### src/rtl/lif_pkg.sv
// Shared types and helpers for the LIF neuron array.
//   lif_state_e : per-channel state (integrating or refractory)
//   RST_ZERO / RST_SUB : values of the reset-mode configuration bit
//   sel_width() : width of the channel-select port (at least 1 bit)
//   sat_add()   : unsigned add clamped to 2^width-1
package lif_pkg;

  typedef enum logic {
    ST_INTEGRATE  = 1'b0,
    ST_REFRACTORY = 1'b1
  } lif_state_e;

  localparam logic RST_ZERO = 1'b0;
  localparam logic RST_SUB  = 1'b1;

  // A single channel still needs a one-bit select port.
  function automatic int sel_width(input int n);
    return (n > 1) ? $clog2(n) : 1;
  endfunction

  // The sum is formed one bit wider than the operands so the carry is seen
  // before clamping; callers keep only the low 'width' bits.
  function automatic logic [31:0] sat_add(input logic [31:0] a,
                                          input logic [31:0] b,
                                          input int unsigned width);
    logic [32:0] sum;
    logic [32:0] max_val;
    sum     = {1'b0, a} + {1'b0, b};
    max_val = (33'd1 << width) - 33'd1;
    return (sum > max_val) ? max_val[31:0] : sum[31:0];
  endfunction

endpackage

### src/rtl/lif_neuron_cell.sv
// One leaky integrate-and-fire neuron.
//   clk, rst       : clock, synchronous active-high reset
//   en             : update strobe; state holds and spike drops when low
//   cur            : input current for this channel
//   thresh         : firing threshold (0 disables firing)
//   leak_shift     : leak = v >> leak_shift (0 means no leak)
//   refrac         : refractory length loaded on a spike
//   reset_mode     : RST_ZERO clears v on spike, RST_SUB subtracts thresh
//   v              : membrane value
//   spike          : registered one-cycle spike pulse
//   st             : FSM state, high-level view of the refractory counter
module lif_neuron_cell
  import lif_pkg::*;
#(
  parameter int W        = 8,
  parameter int REFRAC_W = 4
) (
  input  logic                clk,
  input  logic                rst,
  input  logic                en,
  input  logic [W-1:0]        cur,
  input  logic [W-1:0]        thresh,
  input  logic [2:0]          leak_shift,
  input  logic [REFRAC_W-1:0] refrac,
  input  logic                reset_mode,
  output logic [W-1:0]        v,
  output logic                spike,
  output lif_state_e          st
);

  lif_state_e          st_next;
  logic [REFRAC_W-1:0] cnt, cnt_next;
  logic [W-1:0]        v_next, leak, v_leaked, s;
  logic                spike_next, fire;

  // leak never exceeds v, so v_leaked cannot wrap.
  always_comb begin
    leak     = (leak_shift == 3'd0) ? '0 : (v >> leak_shift);
    v_leaked = v - leak;
    s        = W'(sat_add(32'(v_leaked), 32'(cur), W));
    fire     = (thresh != '0) && (s >= thresh);
  end

  always_comb begin
    st_next    = st;
    v_next     = v;
    cnt_next   = cnt;
    spike_next = 1'b0;
    if (en) begin
      case (st)
        ST_INTEGRATE: begin
          if (fire) begin
            spike_next = 1'b1;
            v_next     = (reset_mode == RST_SUB) ? (s - thresh) : '0;
            cnt_next   = refrac;
            st_next    = (refrac != '0) ? ST_REFRACTORY : ST_INTEGRATE;
          end else begin
            v_next = s;
          end
        end
        ST_REFRACTORY: begin
          // Input current is ignored; only the leak acts on v.
          v_next   = v_leaked;
          cnt_next = cnt - REFRAC_W'(1);
          st_next  = (cnt == REFRAC_W'(1)) ? ST_INTEGRATE : ST_REFRACTORY;
        end
        default: st_next = ST_INTEGRATE;
      endcase
    end
  end

  always_ff @(posedge clk) begin
    if (rst) begin
      st    <= ST_INTEGRATE;
      v     <= '0;
      cnt   <= '0;
      spike <= 1'b0;
    end else begin
      st    <= st_next;
      v     <= v_next;
      cnt   <= cnt_next;
      spike <= spike_next;
    end
  end

endmodule

### src/rtl/lif_neuron_array.sv
// Array of N_NEURONS independent LIF neurons sharing one configuration.
//   clk, rst        : clock, synchronous active-high reset
//   en              : update strobe for every channel
//   cur_i           : per-channel current, channel k at [k*W +: W]
//   cfg_thresh      : firing threshold (0 disables firing)
//   cfg_leak_shift  : leak shift (0 means no leak)
//   cfg_refrac      : refractory cycles after a spike
//   cfg_reset_mode  : 0 clear v on spike, 1 subtract threshold
//   sel             : channel shown on state_o
//   state_o         : registered membrane value of channel sel
//   spike_o         : per-channel one-cycle spike pulses
//   refrac_o        : per-channel refractory flags
module lif_neuron_array
  import lif_pkg::*;
#(
  parameter  int N_NEURONS = 4,
  parameter  int W         = 8,
  parameter  int REFRAC_W  = 4,
  localparam int SEL_W     = sel_width(N_NEURONS)
) (
  input  logic                   clk,
  input  logic                   rst,
  input  logic                   en,
  input  logic [N_NEURONS*W-1:0] cur_i,
  input  logic [W-1:0]           cfg_thresh,
  input  logic [2:0]             cfg_leak_shift,
  input  logic [REFRAC_W-1:0]    cfg_refrac,
  input  logic                   cfg_reset_mode,
  input  logic [SEL_W-1:0]       sel,
  output logic [W-1:0]           state_o,
  output logic [N_NEURONS-1:0]   spike_o,
  output logic [N_NEURONS-1:0]   refrac_o
);

  localparam int N_PAD = 1 << SEL_W;

  logic [N_NEURONS-1:0][W-1:0] v_all;
  lif_state_e                  st_all [N_NEURONS];
  logic [W-1:0]                v_pad  [N_PAD];

  for (genvar k = 0; k < N_NEURONS; k++) begin : g_cell
    lif_neuron_cell #(
      .W        (W),
      .REFRAC_W (REFRAC_W)
    ) u_cell (
      .clk        (clk),
      .rst        (rst),
      .en         (en),
      .cur        (cur_i[k*W +: W]),
      .thresh     (cfg_thresh),
      .leak_shift (cfg_leak_shift),
      .refrac     (cfg_refrac),
      .reset_mode (cfg_reset_mode),
      .v          (v_all[k]),
      .spike      (spike_o[k]),
      .st         (st_all[k])
    );
    // The refractory state is exactly "counter non-zero".
    assign refrac_o[k] = (st_all[k] == ST_REFRACTORY);
  end

  // Select codes with no channel behind them read as zero.
  for (genvar k = 0; k < N_PAD; k++) begin : g_pad
    if (k < N_NEURONS) begin : g_real
      assign v_pad[k] = v_all[k];
    end else begin : g_zero
      assign v_pad[k] = '0;
    end
  end

  always_ff @(posedge clk) begin
    if (rst)     state_o <= '0;
    else if (en) state_o <= v_pad[sel];
  end

endmodule

### config.mk
export PLATFORM = sky130hd
export DESIGN_NAME = lif_neuron_array
export DESIGN_NICKNAME = d
export VERILOG_FILES = /design/src/rtl/lif_pkg.sv /design/src/rtl/lif_neuron_cell.sv /design/src/rtl/lif_neuron_array.sv
export SDC_FILE = /design/constraint.sdc
export NUM_CORES = 1
export LEC_CHECK = 0
export ABC_CLOCK_PERIOD_IN_PS = 6610
export CELL_PAD_IN_SITES_DETAIL_PLACEMENT = 1
export CELL_PAD_IN_SITES_GLOBAL_PLACEMENT = 1
export CORE_MARGIN = 5
export CORE_UTILIZATION = 45
export DETAILED_ROUTE_END_ITERATION = 6
export PLACE_DENSITY_LB_ADDON = 0.1
export SLEW_MARGIN = 20
export SYNTH_ARGS = -nofsm -noshare
export SYNTH_HDL_FRONTEND = slang
export SYNTH_SLANG_ARGS = --single-unit
### constraint.sdc
create_clock -name clk -period 6.61 [get_ports clk]
set_clock_uncertainty 0.05 [all_clocks]
set_input_delay 0.661 -clock clk [delete_from_list [all_inputs] [get_ports clk]]
set_output_delay 0.661 -clock clk [all_outputs]
set_load 0.005 [all_outputs]
==> out/qor.csv <==
metric,value,unit
status,"finished, final reports clean",
min_path_type,reg -> reg,
cts_buffers,9,
crit_path_start_kind,input port,
antenna_found_initial,0,
fin_cells,1526,
synth-seq-area-share,14.7,%
viasPerCell,6.08,
die-area,22200,µm²
grt_use_total,28.8,%
port_buffers,68,
die_w,149,µm
synthesis.area,8710,µm²
synth-edff-count,0,
synthCells,1120,
synthArstFlopShare,0,%
crit_fanout,9,
fin_util,56.8,%
max_freq,158,MHz
clock_path_buffers,2,
finalInstanceArea,10700,µm²
slowest_delay,0.50,ns
final-hold-violation-count,0,
cp_common_cell,buf_4,
placed_area,10400,µm²
die_h,149,µm
drc_errors,0,
cp.arrival,6.56,ns
synth_flop_cell,dfxtp_1,
ys_ff_latch,64,
hpwl,25.4,mm
cts_tree,yes,
vias,9280,
critical-path-top-delay-family,compound AO/OA/AOI/OAI gates,
setup_viol,0,
maxCapViolations,0,
fin_nets,1428,
clk_latency,0.34,ns
htreeDepth,3,
tightest_slew,1.04,ns
grt_pass1_vias,9452,
yosysUniqueCellTypes,99,
num_rows,50,
cts-root-buf,clkbuf_16,
grt_max_degree,57,
grt_overflow,0,
area_delta_synth_final,23.3,%
antennaDiodeCount,0,
yosysWarnings,0,
critPathBufInv,5,
synth_nets,1285,
worst_setup_path_end_kind,flop,
ant_nets,0,
cts.clk_slew.worst_paths,0.06,ns
core_area,18900,µm²
clock_sinks,64,
dr.first_iter.drc_count,576,
grt_pass1_wl,51.3,mm
gp_congestion,0.928,
relSlewSlack,30.8,%
dr.pass1.iters,5,
timing.hold.ws,0.445,ns
drive_gt1_share,16.5,%
path_class,in -> reg,
min_period_over_period,95.9,%
fin_crit,6.34,ns
dp.cells,1512,
io_pins,69,
crit_required,6.82,ns
final-max-slew-violation-count,0,
initial_core_util,46.1,%
avgSynthCellArea,7.77,µm²
post_drt_wl_per_cell,21.3,µm
cp_slowest_cell,clkdlybuf4s50_1,
drt_wl_total,32.5,mm
cts_hold_buffers,0,
layout by cell type (no fill, tap or decap), types with 21 or more instances in the layout:
cell             count
buf_4              115
ha_1               100
nand2_1             93
nor2_1              91
inv_1               86
o21ai_0             74
clkdlybuf4s50_1     65
dfxtp_1             64
a21oi_1             59
nor2b_1             28
mux2i_1             26
nor3_1              26
o21a_1              26
xnor2_1             22
nand2b_1            21
nand3_1             21
xor2_1              21
synthesized netlist by cell type (all sizes together), types with 26 or more instances:
library cell | count | share of area (%)
a21oi | 60 | 3.6
clkbuf | 32 | 1.4
dfxtp | 64 | 15
ha | 100 | 14
inv | 86 | 3.7
mux2i | 27 | 3.1
nand2 | 93 | 4.0
nor2 | 93 | 4.1
nor2b | 31 | 2.3
nor3 | 28 | 1.7
o21a | 26 | 2.2
o21ai | 82 | 4.8
through the flow:
step | setup slack, ns | TNS [ns]
2_1_floorplan | 0.677 | 0
3_3_place_gp | -0.0489 | -0.209
3_5_place_dp | -0.264 | -3.71
4_1_cts | 0.0157 | 0
5_1_grt | -0.0000409 | -0.0000409
6_report | 0.268 | 0
worst min-delay path, stage by stage, from the launching register on:
cell and delay [ns]:
dfxtp_1 0.32, inv_1 0.05, a221oi_1 0.06
layer usage:
metal	wire length [µm]	vias to the layer above	global-route usage, %
li1	-	4419	-
met1	14600	4501	39.0
met2	14600	288	46.3
met3	2040	72	4.53
met4	1290	0	10.5
met5	0	-	0
path summary, 6_finish.rpt:
check                           slack [ns]  cells after the start                 endpoint                    start
worst min-delay path                  0.44                      2  g_cell[0].u_cell.cnt[3]  g_cell[0].u_cell.cnt[3]
worst max-delay path                  0.27                     26  g_cell[3].u_cell.cnt[1]        cfg_leak_shift[1]
worst min register to register        0.44                      2  g_cell[0].u_cell.cnt[3]  g_cell[0].u_cell.cnt[3]
worst max register to register        0.75                     25  g_cell[3].u_cell.cnt[1]    g_cell[3].u_cell.v[1]
cell type report:
type | count | area (µm²)
fillers | 2401 | 8150
multi-input cells | 915 | 6910
repair buffers | 186 | 1600
flip-flops and latches | 64 | 1280
inverters | 87 | 327
well taps | 260 | 325
clock buffers | 11 | 253
clock inverters | 3 | 42.5
kinds of logic (layout without fill, tap and decap cells):
logic type,count (synthesis),after routing,share of synthesized area (%)
adder cells (fa/ha/maj),112,112,17.1
flip-flops,64,64,14.7
AND/OR/NAND/NOR,367,367,21.5
XOR/XNOR,43,43,4.33
AO/OA/AOI/OAI,349,349,29.0
buffers and inverters,141,287,6.60
multiplexers,44,44,6.73
registers in the layout (all words and copies together), names as in the netlist:
register and count:
g_cell.u_cell.st 4, g_cell.u_cell.cnt 16, g_cell.u_cell.v 32, g_cell.u_cell.spike 4, state_o 8
timing repair:
action,in CTS,in global routing
gates resized for setup,0,20
setup endpoints to repair,0,48
buffers inserted,0,0
Power is left out: the tool's default activity adds up to more than one toggle a clock period on the data nets, which glitch-free logic cannot reach.
